<file path="src/rtl/ieee_754_divider.sv">
// Iterative IEEE 754 single-precision divider: restoring division,
// one quotient bit per cycle, round-to-nearest-even, denormals flushed.
module ieee_754_divider #(
  parameter int MANT_W = 24,
  parameter int QBITS  = 26
) (
  input  logic        clk,
  input  logic        rst,
  input  logic [31:0] rs1,
  input  logic [31:0] rs2,
  input  logic        start,
  output logic [31:0] result,
  output logic        valid,
  output logic        busy
);

  typedef enum logic [1:0] {
    IDLE,
    DIVIDE,
    ROUND
  } state_t;

  state_t state, state_nxt;

  logic [7:0]        ea, eb;
  logic [22:0]       fa, fb;
  logic              za, zb, ia, ib, na, nb;
  logic              s_in;
  logic              spec_hit;
  logic [31:0]       spec_res;
  logic [MANT_W-1:0] ma_in, mb_in;
  logic              lt;
  logic [9:0]        e_in;
  logic [QBITS-1:0]  dividend;

  logic              sign;
  logic              special;
  logic [31:0]       spec_q;
  logic [9:0]        e_q;
  logic [MANT_W-1:0] mb;
  logic [QBITS-1:0]  rem;
  logic [QBITS-2:0]  q_r;
  logic [4:0]        cnt;

  logic [QBITS-1:0]  mb_ext;
  logic              ge;
  logic [QBITS-1:0]  rem_nxt;
  logic [QBITS-2:0]  q_nxt;

  logic              inc;
  logic [32:0]       wide;
  logic signed [9:0] e_r;
  logic [31:0]       rnd_res;

  assign ea   = rs1[30:23];
  assign eb   = rs2[30:23];
  assign fa   = rs1[22:0];
  assign fb   = rs2[22:0];
  assign s_in = rs1[31] ^ rs2[31];
  assign za   = (ea == 8'd0);
  assign zb   = (eb == 8'd0);
  assign ia   = (ea == 8'hFF) && (fa == 23'd0);
  assign ib   = (eb == 8'hFF) && (fb == 23'd0);
  assign na   = (ea == 8'hFF) && (fa != 23'd0);
  assign nb   = (eb == 8'hFF) && (fb != 23'd0);

  always_comb begin
    spec_hit = 1'b1;
    spec_res = 32'h7FC0_0000;
    if (na || nb || (za && zb) || (ia && ib)) begin
      spec_res = 32'h7FC0_0000;
    end else if (zb || ia) begin
      spec_res = {s_in, 8'hFF, 23'd0};
    end else if (za || ib) begin
      spec_res = {s_in, 31'd0};
    end else begin
      spec_hit = 1'b0;
      spec_res = 32'd0;
    end
  end

  assign ma_in = {1'b1, fa};
  assign mb_in = {1'b1, fb};
  assign lt    = (ma_in < mb_in);
  assign e_in  = {2'b00, ea} - {2'b00, eb}
               + 10'd127 - {9'd0, lt};

  // Pre-normalise so the first quotient bit is always 1
  assign dividend = lt ? {1'b0, ma_in, 1'b0}
                       : {2'b00, ma_in};

  assign mb_ext  = {{(QBITS-MANT_W){1'b0}}, mb};
  assign ge      = (rem >= mb_ext);
  assign rem_nxt = (ge ? rem - mb_ext : rem) << 1;
  assign q_nxt   = {q_r[QBITS-3:0], ge};

  // The known-one quotient MSB is not stored; q_r holds q[24:0]
  assign inc  = q_r[1] & (q_r[0] | (rem != '0) | q_r[2]);
  assign wide = {e_q, q_r[24:2]} + {32'd0, inc};
  assign e_r  = wide[32:23];

  always_comb begin
    rnd_res = {sign, e_r[7:0], wide[22:0]};
    if (e_r >= 10'sd255) begin
      rnd_res = {sign, 8'hFF, 23'd0};
    end else if (e_r <= 10'sd0) begin
      rnd_res = {sign, 31'd0};
    end
  end

  always_ff @(posedge clk or posedge rst) begin
    if (rst) begin
      state <= IDLE;
    end else begin
      state <= state_nxt;
    end
  end

  always_comb begin
    state_nxt = state;
    unique case (state)
      IDLE: begin
        if (start) begin
          state_nxt = spec_hit ? ROUND : DIVIDE;
        end
      end
      DIVIDE: begin
        if (cnt == 5'(QBITS-1)) begin
          state_nxt = ROUND;
        end
      end
      ROUND:   state_nxt = IDLE;
      default: state_nxt = IDLE;
    endcase
  end

  always_ff @(posedge clk or posedge rst) begin
    if (rst) begin
      result  <= '0;
      valid   <= 1'b0;
      busy    <= 1'b0;
      sign    <= 1'b0;
      special <= 1'b0;
      spec_q  <= '0;
      e_q     <= '0;
      mb      <= '0;
      rem     <= '0;
      q_r     <= '0;
      cnt     <= '0;
    end else begin
      valid <= 1'b0;
      unique case (state)
        IDLE: begin
          if (start) begin
            sign    <= s_in;
            special <= spec_hit;
            spec_q  <= spec_res;
            e_q     <= e_in;
            mb      <= mb_in;
            rem     <= dividend;
            q_r     <= '0;
            cnt     <= '0;
            busy    <= 1'b1;
          end
        end
        DIVIDE: begin
          rem <= rem_nxt;
          q_r <= q_nxt;
          cnt <= cnt + 5'd1;
        end
        ROUND: begin
          result <= special ? spec_q : rnd_res;
          valid  <= 1'b1;
          busy   <= 1'b0;
        end
        default: ;
      endcase
    end
  end

endmodule

</file>
<file path="config.mk">
export PLATFORM = sky130hd
export DESIGN_NAME = ieee_754_divider
export DESIGN_NICKNAME = d
export VERILOG_FILES = /design/src/rtl/ieee_754_divider.sv
export SDC_FILE = /design/constraint.sdc
export NUM_CORES = 1
export LEC_CHECK = 0
export CAP_MARGIN = 20
export CORE_MARGIN = 2
export CORE_UTILIZATION = 58
export CTS_CLUSTER_DIAMETER = 120
export DETAILED_ROUTE_END_ITERATION = 10
export PLACE_DENSITY = 0.8
export SLEW_MARGIN = 30
export SYNTH_ARGS = -nofsm -noshare
export SYNTH_HDL_FRONTEND = slang
export SYNTH_SLANG_ARGS = --single-unit
</file>
<file path="constraint.sdc">
create_clock -name clk -period 5.5 [get_ports clk]
set_clock_uncertainty 0.2 [all_clocks]
set_input_delay 0.55 -clock clk [delete_from_list [all_inputs] [get_ports clk]]
set_output_delay 0.55 -clock clk [all_outputs]
set_load 0.02 [all_outputs]
</file>
==> run metrics, run 1 <==
status=completed; Critical path buffers and inverters=3; GR Util All Layers=0.291; pre-CTS WS=497 ps; EDFF count, synth=0; CP Data Arrival Time=4640 ps; vias in the first global route=7673; RSZ-0062 raised after global routing=no; Critical Path RT=5610 ps; Seq/Total Area, Yosys=0.366; # H-tree levels=4; drt pass-1 iters=5; final worst slack=968 ps; CP Class=input pin to flip-flop; initial core utilization=0.591; top cell type by total area after synthesis=dfrtp_1; Power Dens Cells=595 mW/mm^2; Synthesized Nets=1161; initial antenna violation count=0; crit-path max cell delay=580 ps; max_slew headroom=0.398; Peak VDD IR=0.299 mV; most common library cell in the layout ignoring fill and taps=nand2_1; fraction of layout cells with a size suffix above 1=0.0723; Yosys warning count=0; Area growth syn-to-layout=19.0%; Cell variety after synth=66; Skew-Pair Late Insertion Delay=430 ps; cts hold-fix bufs=0; wire length on met1=9830 um; post-synthesis cell count=1026; Setup crit end kind=flip-flop; Worst path slowest cell=clkdlybuf4s50_1; CP delay by family, top=compound AO/OA/AOI/OAI gates; CTS tree=yes; I/O pins=101; Vias per Instance=6.03; number of fill cells=1228; Worst-path clk slew=60 ps; fin util=0.704; Yosys reg bits=131; share of the synthesized area in the top cell type=0.366; total power=0.00634 W; critical path fanouts, max=7; remaining global-route overflow=0; Post-synth top flop=dfrtp_1; number of CTS-inserted buffers=17; final setup TNS=0 ps; I/O Buffers=100; FMAX=0.221 GHz; Syn Area/Cell=8.73 um^2; Pleak=4.82 nW; CTS Sinks=131; DIE HEIGHT=128 um; Net count, final=1244; max-slew violations=0; Die Width=128 um; Routed met3 length=1200 um; Async S/R FF share, synth=1.00; antenna cells=0; DP HPWL=16500 um; setup violators final=0; worst path cell trace=clkdlybuf4s50_1 -> inv_1 -> ha_1 -> a2111oi_0 -> o21ai_0 -> a211o_1 -> o21ai_2 -> inv_1 -> ha_1 -> ha_1 -> fa_1 -> a21oi_1 -> nor2_1 -> nor2_1 -> o21bai_1 -> a21oi_1 -> nor2b_1 -> o41ai_1; Finished Cell Area=0.0107 mm^2; met2 routed WL=10800 um; Vias=7888; Syn Std Cell Area=0.00895 mm^2; Top Layer Used=met4; Routed Antenna Nets=0; largest net degree at the start of global routing=67; HP Class=flip-flop to flip-flop; Max-cap violations=0; DRT iter0 DRCs=681; final WL=22500 um; Die ar.=0.0164 mm^2; post-CTS setup buffers=0; Slew @ Worst Pin=902 ps; Root Buffer=clkbuf_16; critical path's most frequent cell=ha_1; first-pass GRT wire length=38100 um; Final min period=4530 ps; Max clock buf depth=2; top cells by area, synth=dfrtp_1 (37%), ha_1 (9.1%), nand2_1 (6.6%), o21ai_0 (3.6%), xnor2_1 (3.6%); final hold violation count=0; Placement Cell Area=0.0101 mm^2; Tcrit/Tclk final=0.824; DR WL/cell=17.2 um; Core Area=0.0151 mm^2; Site Rows=45; post-route DRC violation count=0; GPL Wtd Cong=0.915; most frequent cells in the layout=nand2_1 (158), dfrtp_1 (131), clkdlybuf4s50_1 (100); startpoint class of the critical path=input pin; post-CTS resize count=0
## power by group
group | internal, W | switching, W
logic | 0.00152 | 0.00201
registers | 0.00136 | 0.000356
clock network | 0.000686 | 0.000415
total | 0.00356 | 0.00278
## synthesized netlist by cell type, types with 12 or more instances
library cell	instances
o21ai_2	19
inv_1	79
nand3_1	22
nor4_1	25
a21oi_1	55
nor3_1	12
o22ai_1	13
ha_1	65
clkbuf_1	34
dfrtp_1	131
a21o_1	18
o21ai_0	65
a22o_1	20
xor2_1	29
nand4_1	15
xnor2_1	37
nand2_1	158
nor2_1	55
mux2i_1	23
## through the flow
stage / cells / hold WS (ps)
after floorplan: 1026 / 218
after global placement: 1278 / 237
after detailed placement: 1278 / 247
after CTS: 1309 / 261
after global routing: 1309 / 294
final: 1309 / 260
## final cells by class
cell class / instances / area [um^2] / area share
Tap cell: 188 / 235 / 0.0221
Clock buffer: 22 / 464 / 0.0436
Timing Repair Buffer: 109 / 1070 / 0.100
Clock inverter: 9 / 106 / 0.00998
Sequential cell: 131 / 3280 / 0.308
Multi-Input combinational cell: 771 / 5210 / 0.488
Inverter: 79 / 299 / 0.0281
## path summary, 6_finish.rpt
kind / to / cells past startpoint / from / slack, ps
worst max register to register: rem[21]$_DFFE_PP0P_ / 13 / rem[0]$_DFFE_PP0P_ / 1720
worst max-delay path: e_q[9]$_DFFE_PP0P_ / 18 / rs2[22] / 970
worst min register to register: mb[23]$_DFFE_PP0P_ / 2 / mb[23]$_DFFE_PP0P_ / 260
min in group asynchronous: result[6]$_DFFE_PP0P_ / 2 / rst / 290
max in group asynchronous: e_q[8]$_DFFE_PP0P_ / 3 / rst / 3650
worst min-delay path: mb[23]$_DFFE_PP0P_ / 2 / mb[23]$_DFFE_PP0P_ / 260
## cells by family after synthesis
kind of cell             Yosys count  share of synthesized area
buffers and inverters            124                     0.0548
AND/OR/NAND/NOR                  340                      0.181
AO/OA/AOI/OAI                    264                      0.198
flip-flops                       131                      0.366
multiplexers                      33                     0.0383
adder cells (fa/ha/maj)           68                     0.0975
XOR/XNOR                          66                     0.0646
## registers in the layout (all words and copies together), names as in the netlist
register / count
cnt: 5
state: 2
e_q: 10
mb: 24
q_r: 25
result: 32
rem: 26
sign: 1
valid: 1
special: 1
spec_q: 3
busy: 1
## layer usage
layer,GRT usage,vias up
li1,-,3811
met3,0.0472,56
met2,0.477,259
met4,0.109,0
met1,0.389,3762
met5,0,-
## worst min-delay path: stages, from the launching register on
cell	delay, ps
dfrtp_1	320
inv_1	50
nand2_1	50
Power figures use the tool's default switching activity.
==> run 2: changes to the inputs <==
- clock period: 5.5 -> 4.55 ns (I/O delays scaled with it)
==> run metrics, run 2 (same netlist as run 1, synthesis figures left out) <==
Final min period=4310 ps; GPL Wtd Cong=0.936; worst setup path startpoint=rs2[9]; Worst path slowest cell=clkdlybuf4s50_1; Pleak=4.91 nW; final worst slack=235 ps; number of CTS-inserted buffers=17; setup violators final=0; startpoint class of the critical path=input pin; DRT iter0 DRCs=661; max_slew headroom=0.406; Critical Path End=e_q[9]$_DFFE_PP0P_; final setup TNS=0 ps; initial core utilization=0.591; largest net degree at the start of global routing=73; final WL=23100 um; Max-cap violations=0; Critical Path RT=4660 ps; I/O pins=101; Tcrit/Tclk final=0.948; critical path fanouts, max=2; DIE HEIGHT=128 um; number of fill cells=1189; registers with the most flip-flops=result (32), rem (26), q_r (25); most common library cell in the layout ignoring fill and taps=nand2_1; drt pass-1 iters=5; CP Class=input pin to flip-flop; max-slew violations=0; r2r setup slk=840 ps; Hold Path Stages=2; CTS Sinks=131; crit-path max cell delay=480 ps; GR Util All Layers=0.297; antenna cells=0; Register Area=0.00328 mm^2; I/O Buffers=100; Setup crit end kind=flip-flop; final hold violation count=0; Site Rows=45; Vias per Instance=6.02; vias in the first global route=7728; CTS tree=yes; pre-CTS WS=-129 ps; remaining global-route overflow=0; cts hold-fix bufs=0; Root Buffer=clkbuf_16; HP Class=flip-flop to flip-flop; # H-tree levels=4; Slew @ Worst Pin=891 ps; FMAX=0.232 GHz; max FFs per register=32; worst path cell trace=clkdlybuf4s50_1 -> inv_1 -> ha_1 -> a21o_1 -> a211o_1 -> a2111oi_0 -> a21oi_1 -> o21ai_2 -> inv_1 -> ha_1 -> ha_1 -> fa_1 -> a21oi_1 -> nor2_1 -> nor2_1 -> o21bai_1 -> a21oi_1 -> nor2b_1 -> o41ai_1; Net count, final=1258; Worst-path clk slew=60 ps; initial antenna violation count=0; post-CTS setup buffers=0; Skew-Pair Late Insertion Delay=430 ps; RSZ-0062 raised after global routing=no; r2r startpoint=q_r[2]$_DFFE_PP0P_; DR WL/cell=17.5 um; Die Width=128 um; footprint of the multi-input gates=0.00521 mm^2; first-pass GRT wire length=38600 um; Final Non-Filler Cells=1324; Area growth syn-to-layout=21.0%; end of the worst register-to-register path=result[20]$_DFFE_PP0P_; post-CTS resize count=0; Routed Antenna Nets=0; Die ar.=0.0164 mm^2; DP HPWL=17000 um; dpl cells=1292; Largest Register=result; post-route DRC violation count=0; Peak VDD IR=0.375 mV; most frequent cells in the layout=nand2_1 (158), dfrtp_1 (131), clkdlybuf4s50_1 (100); CP Data Arrival Time=4430 ps; Max clock buf depth=2; Vias=7972; fin util=0.715; Reg2Reg Depth=11; Core Area=0.0151 mm^2; Power Dens Cells=723 mW/mm^2; status=completed; fraction of layout cells with a size suffix above 1=0.0854
run 2: where the power goes:
group / switching [W] / total, W / leakage [nW] / internal [W]
Clock: 0.000534 / 0.00147 / 0.297 / 0.000933
Combinational: 0.00242 / 0.00429 / 2.94 / 0.00187
Sequential: 0.000443 / 0.00208 / 1.68 / 0.00164
Total: 0.00340 / 0.00784 / 4.91 / 0.00444
run 2: area by class of cell:
type,count,share of cell area
well taps,188,0.0217
multi-input cells,771,0.481
clock inverters,12,0.0165
clock buffers,20,0.0412
repair buffers,123,0.109
flip-flops and latches,131,0.303
inverters,79,0.0278
run 2: stage by stage:
| stage | hold WS, ps | area, um^2 | power (W) |
|---|---|---|---|
| floorplan | 218 | 8950 | 0.00513 |
| global placement | 235 | 10200 | 0.00618 |
| detailed placement | 240 | 10200 | 0.00628 |
| CTS | 255 | 10800 | 0.00780 |
| global route | 295 | 10800 | 0.00843 |
| finish | 257 | 10800 | 0.00784 |
run 2: per-layer routing:
metal  vias to the layer above  routed length [um]  GRT usage
li1                       3846                   -          -
met1                      3806               10100      0.387
met2                       282               11100      0.500
met3                        38                1370     0.0584
met4                         0                 538     0.0957
met5                         -                   0          0
run 2: worst max-delay path: cells and delay by family:
kind | cells | cell delay [ps]
adder cells (fa/ha/maj) | 4 | 1080
AO/OA/AOI/OAI | 9 | 2010
AND/OR/NAND/NOR | 3 | 280
buffers and inverters | 3 | 610
run 2: worst min path at each step:
stage / slack, ps / start / endpoint
final: 260 / mb[23]$_DFFE_PP0P_ / mb[23]$_DFFE_PP0P_
after global routing: 290 / result[17]$_DFFE_PP0P_ / result[17]$_DFFE_PP0P_
after CTS: 250 / mb[23]$_DFFE_PP0P_ / mb[23]$_DFFE_PP0P_
after detailed placement: 240 / mb[23]$_DFFE_PP0P_ / mb[23]$_DFFE_PP0P_
after global placement: 230 / mb[23]$_DFFE_PP0P_ / mb[23]$_DFFE_PP0P_
after floorplan: 220 / mb[23]$_DFFE_PP0P_ / mb[23]$_DFFE_PP0P_
